### src/rtl/scd_mem_pkg.sv
// Shared definitions for the scd_mem_ctrl slice: access size codes, the
// controller FSM encoding, the default RAM word-address width, and the
// request legality rule.
package scd_mem_pkg;

  localparam int ADDR_W_DEF = 5;

  localparam logic [1:0] SZ_BYTE = 2'b00;
  localparam logic [1:0] SZ_HALF = 2'b01;
  localparam logic [1:0] SZ_WORD = 2'b10;

  typedef enum logic [2:0] {
    ST_IDLE  = 3'd0,
    ST_RADDR = 3'd1,
    ST_RWAIT = 3'd2,
    ST_RCAP  = 3'd3,
    ST_WRITE = 3'd4
  } state_t;

  // A request is rejected for the illegal size code or a misaligned
  // halfword/word byte offset.
  function automatic logic is_rejected(input logic [1:0] size, input logic [1:0] off);
    return (size == 2'b11) ||
           ((size == SZ_HALF) && off[0]) ||
           ((size == SZ_WORD) && (off != 2'b00));
  endfunction

endpackage

### src/rtl/scd_mem_ctrl_lane.sv
// scd_lane_unit: combinational byte-lane steering for little-endian access.
//   word     in  32  RAM read word
//   off      in  2   byte offset within the word (addr[1:0])
//   size     in  2   access size code
//   sext     in  1   sign-extend sub-word load results
//   wdata    in  32  right-justified store data
//   load_val out 32  selected lane, sign- or zero-extended
//   merged   out 32  word with the addressed lane replaced by wdata
module scd_lane_unit
  import scd_mem_pkg::*;
(
  input  logic [31:0] word,
  input  logic [1:0]  off,
  input  logic [1:0]  size,
  input  logic        sext,
  input  logic [31:0] wdata,
  output logic [31:0] load_val,
  output logic [31:0] merged
);

  logic [7:0]  byte_lane;
  logic [15:0] half_lane;

  assign byte_lane = word[{off, 3'b000} +: 8];
  assign half_lane = word[{off[1], 4'b0000} +: 16];

  // NOTE: every output of a combinational block gets a default first so no
  // path through the case statement leaves it unassigned (which would infer a latch).
  always_comb begin
    load_val = word;
    merged   = word;
    case (size)
      SZ_BYTE: begin
        load_val = {{24{sext & byte_lane[7]}}, byte_lane};
        merged[{off, 3'b000} +: 8] = wdata[7:0];
      end
      SZ_HALF: begin
        load_val = {{16{sext & half_lane[15]}}, half_lane};
        merged[{off[1], 4'b0000} +: 16] = wdata[15:0];
      end
      default: begin
        load_val = word;
        merged   = wdata;
      end
    endcase
  end

endmodule

### src/rtl/scd_mem_ctrl.sv
// scd_mem_ctrl: req/ack initiator for a synchronous data RAM with registered
// inputs and a registered output (two-edge read latency). Sub-word stores
// are done as read-modify-write since the RAM has no byte enables.
//   clk, clrn      clock, asynchronous active-low reset
//   req/wr/size/sext/addr/wdata   CPU request, captured at acceptance
//   busy/ack/err/rdata            CPU response
//   m_addr/m_we/m_din/m_dout      RAM port
module scd_mem_ctrl
  import scd_mem_pkg::*;
#(
  parameter int ADDR_W = ADDR_W_DEF
) (
  input  logic        clk,
  input  logic        clrn,
  input  logic        req,
  input  logic        wr,
  input  logic [1:0]  size,
  input  logic        sext,
  input  logic [31:0] addr,
  input  logic [31:0] wdata,
  output logic        busy,
  output logic        ack,
  output logic        err,
  output logic [31:0] rdata,
  output logic [31:0] m_addr,
  output logic        m_we,
  output logic [31:0] m_din,
  input  logic [31:0] m_dout
);

  state_t      state;
  logic [1:0]  off_q;
  logic        wr_q;
  logic [1:0]  size_q;
  logic        sext_q;
  logic [31:0] wdata_q;

  logic [31:0] load_val;
  logic [31:0] merged;

  // Upper address bits alias away; they are intentionally ignored.
  logic addr_unused;
  assign addr_unused = ^addr[31:ADDR_W+2];

  assign busy = (state != ST_IDLE);

  // The RAM's read word arrives in RCAP; one lane unit serves both the load
  // extraction and the store merge.
  scd_lane_unit u_lane (
    .word     (m_dout),
    .off      (off_q),
    .size     (size_q),
    .sext     (sext_q),
    .wdata    (wdata_q),
    .load_val (load_val),
    .merged   (merged)
  );

  // NOTE: all state below is written with non-blocking assignments so every
  // flop samples the pre-edge value of every other flop.
  always_ff @(posedge clk or negedge clrn) begin
    if (!clrn) begin
      state   <= ST_IDLE;
      off_q   <= 2'b00;
      wr_q    <= 1'b0;
      size_q  <= SZ_BYTE;
      sext_q  <= 1'b0;
      wdata_q <= '0;
      ack     <= 1'b0;
      err     <= 1'b0;
      rdata   <= '0;
      m_addr  <= '0;
      m_we    <= 1'b0;
      m_din   <= '0;
    end else begin
      ack <= 1'b0;
      err <= 1'b0;
      case (state)
        ST_IDLE: begin
          if (req) begin
            off_q   <= addr[1:0];
            wr_q    <= wr;
            size_q  <= size;
            sext_q  <= sext;
            wdata_q <= wdata;
            m_addr  <= {{(30-ADDR_W){1'b0}}, addr[ADDR_W+1:2], 2'b00};
            if (is_rejected(size, addr[1:0])) begin
              ack <= 1'b1;
              err <= 1'b1;
            end else if (wr && (size == SZ_WORD)) begin
              // Full-word stores need no read, go straight to the write cycle.
              m_din <= wdata;
              m_we  <= 1'b1;
              state <= ST_WRITE;
            end else begin
              state <= ST_RADDR;
            end
          end
        end
        ST_RADDR: state <= ST_RWAIT;
        ST_RWAIT: state <= ST_RCAP;
        ST_RCAP: begin
          if (wr_q) begin
            m_din <= merged;
            m_we  <= 1'b1;
            state <= ST_WRITE;
          end else begin
            rdata <= load_val;
            ack   <= 1'b1;
            state <= ST_IDLE;
          end
        end
        ST_WRITE: begin
          m_we  <= 1'b0;
          ack   <= 1'b1;
          state <= ST_IDLE;
        end
        default: begin
          m_we  <= 1'b0;
          state <= ST_IDLE;
        end
      endcase
    end
  end

endmodule

### config.mk
export PLATFORM = sky130hd
export DESIGN_NAME = scd_mem_ctrl
export DESIGN_NICKNAME = d
export VERILOG_FILES = /design/src/rtl/scd_mem_pkg.sv /design/src/rtl/scd_mem_ctrl_lane.sv /design/src/rtl/scd_mem_ctrl.sv
export SDC_FILE = /design/constraint.sdc
export NUM_CORES = 1
export LEC_CHECK = 0
export BUFFER_PORTS_ARGS = -buffer_cell sky130_fd_sc_hd__buf_2
export CORE_MARGIN = 3
export CORE_UTILIZATION = 25
export DETAILED_ROUTE_END_ITERATION = 12
export HOLD_SLACK_MARGIN = 0.1
export PLACE_DENSITY = 0.48
export SYNTH_ARGS = -nofsm -noshare
export SYNTH_HDL_FRONTEND = slang
export SYNTH_SLANG_ARGS = --single-unit
### constraint.sdc
create_clock -name clk -period 2.7 [get_ports clk]
set_input_delay 0.27 -clock clk [delete_from_list [all_inputs] [get_ports clk]]
set_output_delay 0.27 -clock clk [all_outputs]
set_load 0.1 [all_outputs]
==> run_results.csv <==
group,metric,value,unit
job,cap_violations,0,
drt,vias,6072,
global_route,grt_pass1_wl,36.8,mm
die,ioPinCount,203,
die,die_x,170,um
critical_path,ff2ff_path_depth,6,
worst_hold_path,min_path_type,"primary input to register",
global_route,overflow,0,
drt,wl_per_cell,20.4,um
critical_path,cp.required,3.02,ns
cts,ctsHtreeMaxLevel,4,
cts,cts_sinks,113,
global_route,grt_pass1_vias,5864,
critical_path,rr_startpoint,"off_q[0]$_DFFE_PN0P_",
logic_synthesis,synth_edf_count,0,
worst_hold_path,worstHoldStart,"wdata[24]",
timing,fmax,424,MHz
final_layout,area_delta_synth_final,25.1,%
global_route,grt_max_degree,50,
placed_design,portBuffers,150,
final_layout,diodes,0,
global_route,grtUsageTotal,0.168,
final_layout,final_cell_mix,"buf_2, dfrtp_1, o21ai_0, nand2_1, nor2_1",
logic_synthesis,synthCells,713,
timing,tightest_slew,0.912,ns
logic_synthesis,avgSynthCellArea,9.46,um^2
die,die_area,29000,um^2
drt,dr.pass1.iters,5,
die,num_rows,59,
timing,fin_crit,2.36,ns
cts,clkTransAtPathRegs,0.05,ns
timing,timing.final.crit_share,0.874,
critical_path,reg2reg_to,"m_din[24]$_DFFE_PN0P_",
final_layout,final_util,0.321,
logic_synthesis,yosys_warnings,0,
cts,root_buffer,"clkbuf_16",
worst_hold_path,min_delay_path_depth,2,
timing,drv_slew,0,
final_layout,drive_gt1_frac,0.318,
drt,vias_per_cell,5.03,
timing,relSlewSlack,0.390,
logic_synthesis,synth.distinct_cells,47,
logic_synthesis,syn_area,6750,um^2
timing,setup_viol,0,
critical_path,rrSetupSlack,0.34,ns
drt,drtIter0Drc,579,
critical_path,worstSetupPathType,"register to register",
cts,clockBufferDepth,2,
final_layout,final_nets,969,
drt,drt_wl_total,24.6,mm
die,die_height,170,um
drt,drc,0,
logic_synthesis,synth-seq-cells,113,
timing,rsz0062_at_grt,"no",
timing,finalHoldViolations,0,
final_layout,final_common_cell,"buf_2",
run_status,status,"completed",
cts,numCtsBuffers,17,
critical_path,critPathLaunchType,"register",
global_route,antenna_found_initial,2,
timing,finClkSkew,0.0108,ns
critical_path,crit_fanout,11,
critical_path,setup.worst_path.start,"off_q[0]$_DFFE_PN0P_",
cts,worstSkewPairLatency,0.41,ns
critical_path,cp-end-kind,"register",
critical_path,crit_arrival,2.68,ns
logic_synthesis,synth_ff_type,"dfrtp_1",
worst_hold_path,hold_end,"wdata_q[24]$_DFFE_PN0P_",
die,core_area,26300,um^2
logic_synthesis,async_flop_share,1.00,
placed_design,place.gp.congestion,0.912,
logic_synthesis,synth_seq_area_share,0.419,
die,floorplan.initialDensity,0.257,
timing,setup_tns,0,ns
drt,antenna_left,0,
placed_design,place_hpwl,18.0,mm
cts,cts_tree,"yes",
## metrics by stage
| step | worst slack, ns | instance area [um^2] | std cells | hold slack (ns) |
|---|---|---|---|---|
| after floorplan | 0.371 | 6840 | 739 | -0.0256 |
| after global placement | 0.411 | 7740 | 1161 | 0.232 |
| after detailed placement | 0.371 | 7740 | 1161 | 0.232 |
| after CTS | 0.359 | 8440 | 1206 | 0.101 |
| after global routing | 0.163 | 8440 | 1206 | 0.102 |
| final | 0.340 | 8440 | 1206 | 0.123 |
## Yosys cell counts (all sizes together) (15+ instances only)
library cell	number	area, um^2
nor2	53	199
nand2	53	199
buf	61	405
a221oi	25	219
mux2i	16	160
a22o	15	131
inv	31	116
o21ai	72	360
a221o	16	160
mux2	38	428
a21oi	42	214
clkbuf	29	109
nor2b	18	113
o31ai	24	260
o22ai	25	156
dfrtp	113	2830
## area by class of cell
type	count	area (um^2)
multi-input combinational	504	3390
inverter	32	120
clock buffer	21	450
timing repair buffer	193	1140
tap	335	419
sequential	113	2830
fill	2764	17800
clock inverter	8	90.1
## how the worst max path moves through the flow
stage	endpoint	slack, ns	cells after the start
2_1_floorplan	m_din[13]$_DFFE_PN0P_	0.37	8
3_3_place_gp	m_din[15]$_DFFE_PN0P_	0.41	7
3_5_place_dp	m_din[15]$_DFFE_PN0P_	0.37	7
4_1_cts	m_din[15]$_DFFE_PN0P_	0.36	7
5_1_grt	rdata[10]$_DFFE_PN0P_	0.16	5
6_report	m_din[24]$_DFFE_PN0P_	0.34	6
## layer usage
metal	part of all wire	global-route usage	wire length, um
met1	0.47	0.241	11600
met2	0.45	0.255	11100
met3	0.064	0.0416	1570
met4	0.017	0.0448	414
met5	0.0011	0	27
## kinds of logic after synthesis
logic type,Yosys count,synth area share
adder cells (fa/ha/maj),5,0.00927
buffers and inverters,122,0.0940
XOR/XNOR,1,0.00130
multiplexers,54,0.0872
AO/OA/AOI/OAI,249,0.258
other,1,0.000556
AND/OR/NAND/NOR,168,0.130
flip-flops,113,0.419
## flip-flops by register name, indices dropped and copies added, names as in the netlist
signal / cells
m_we: 1
sext_q: 1
wdata_q: 32
ack: 1
m_din: 32
m_addr: 5
wr_q: 1
off_q: 2
size_q: 2
rdata: 32
err: 1
state: 3
## critical path, stage by stage, from the launching register on
cell and delay [ns]:
dfrtp_1 0.53, inv_1 0.19, ha_1 0.39, nand3b_1 0.41, o22ai_1 0.34, a221oi_1 0.15, o31ai_1 0.24
## timing repair
item / CTS / global route
buffers inserted: 0 / 0
gates resized for setup: 0 / 0
hold endpoints to repair: 42 / 0
hold buffers: 16 / 0
Power is not shown: default switching activity piles up to over one toggle a cycle in this logic, so the estimate is an artifact.
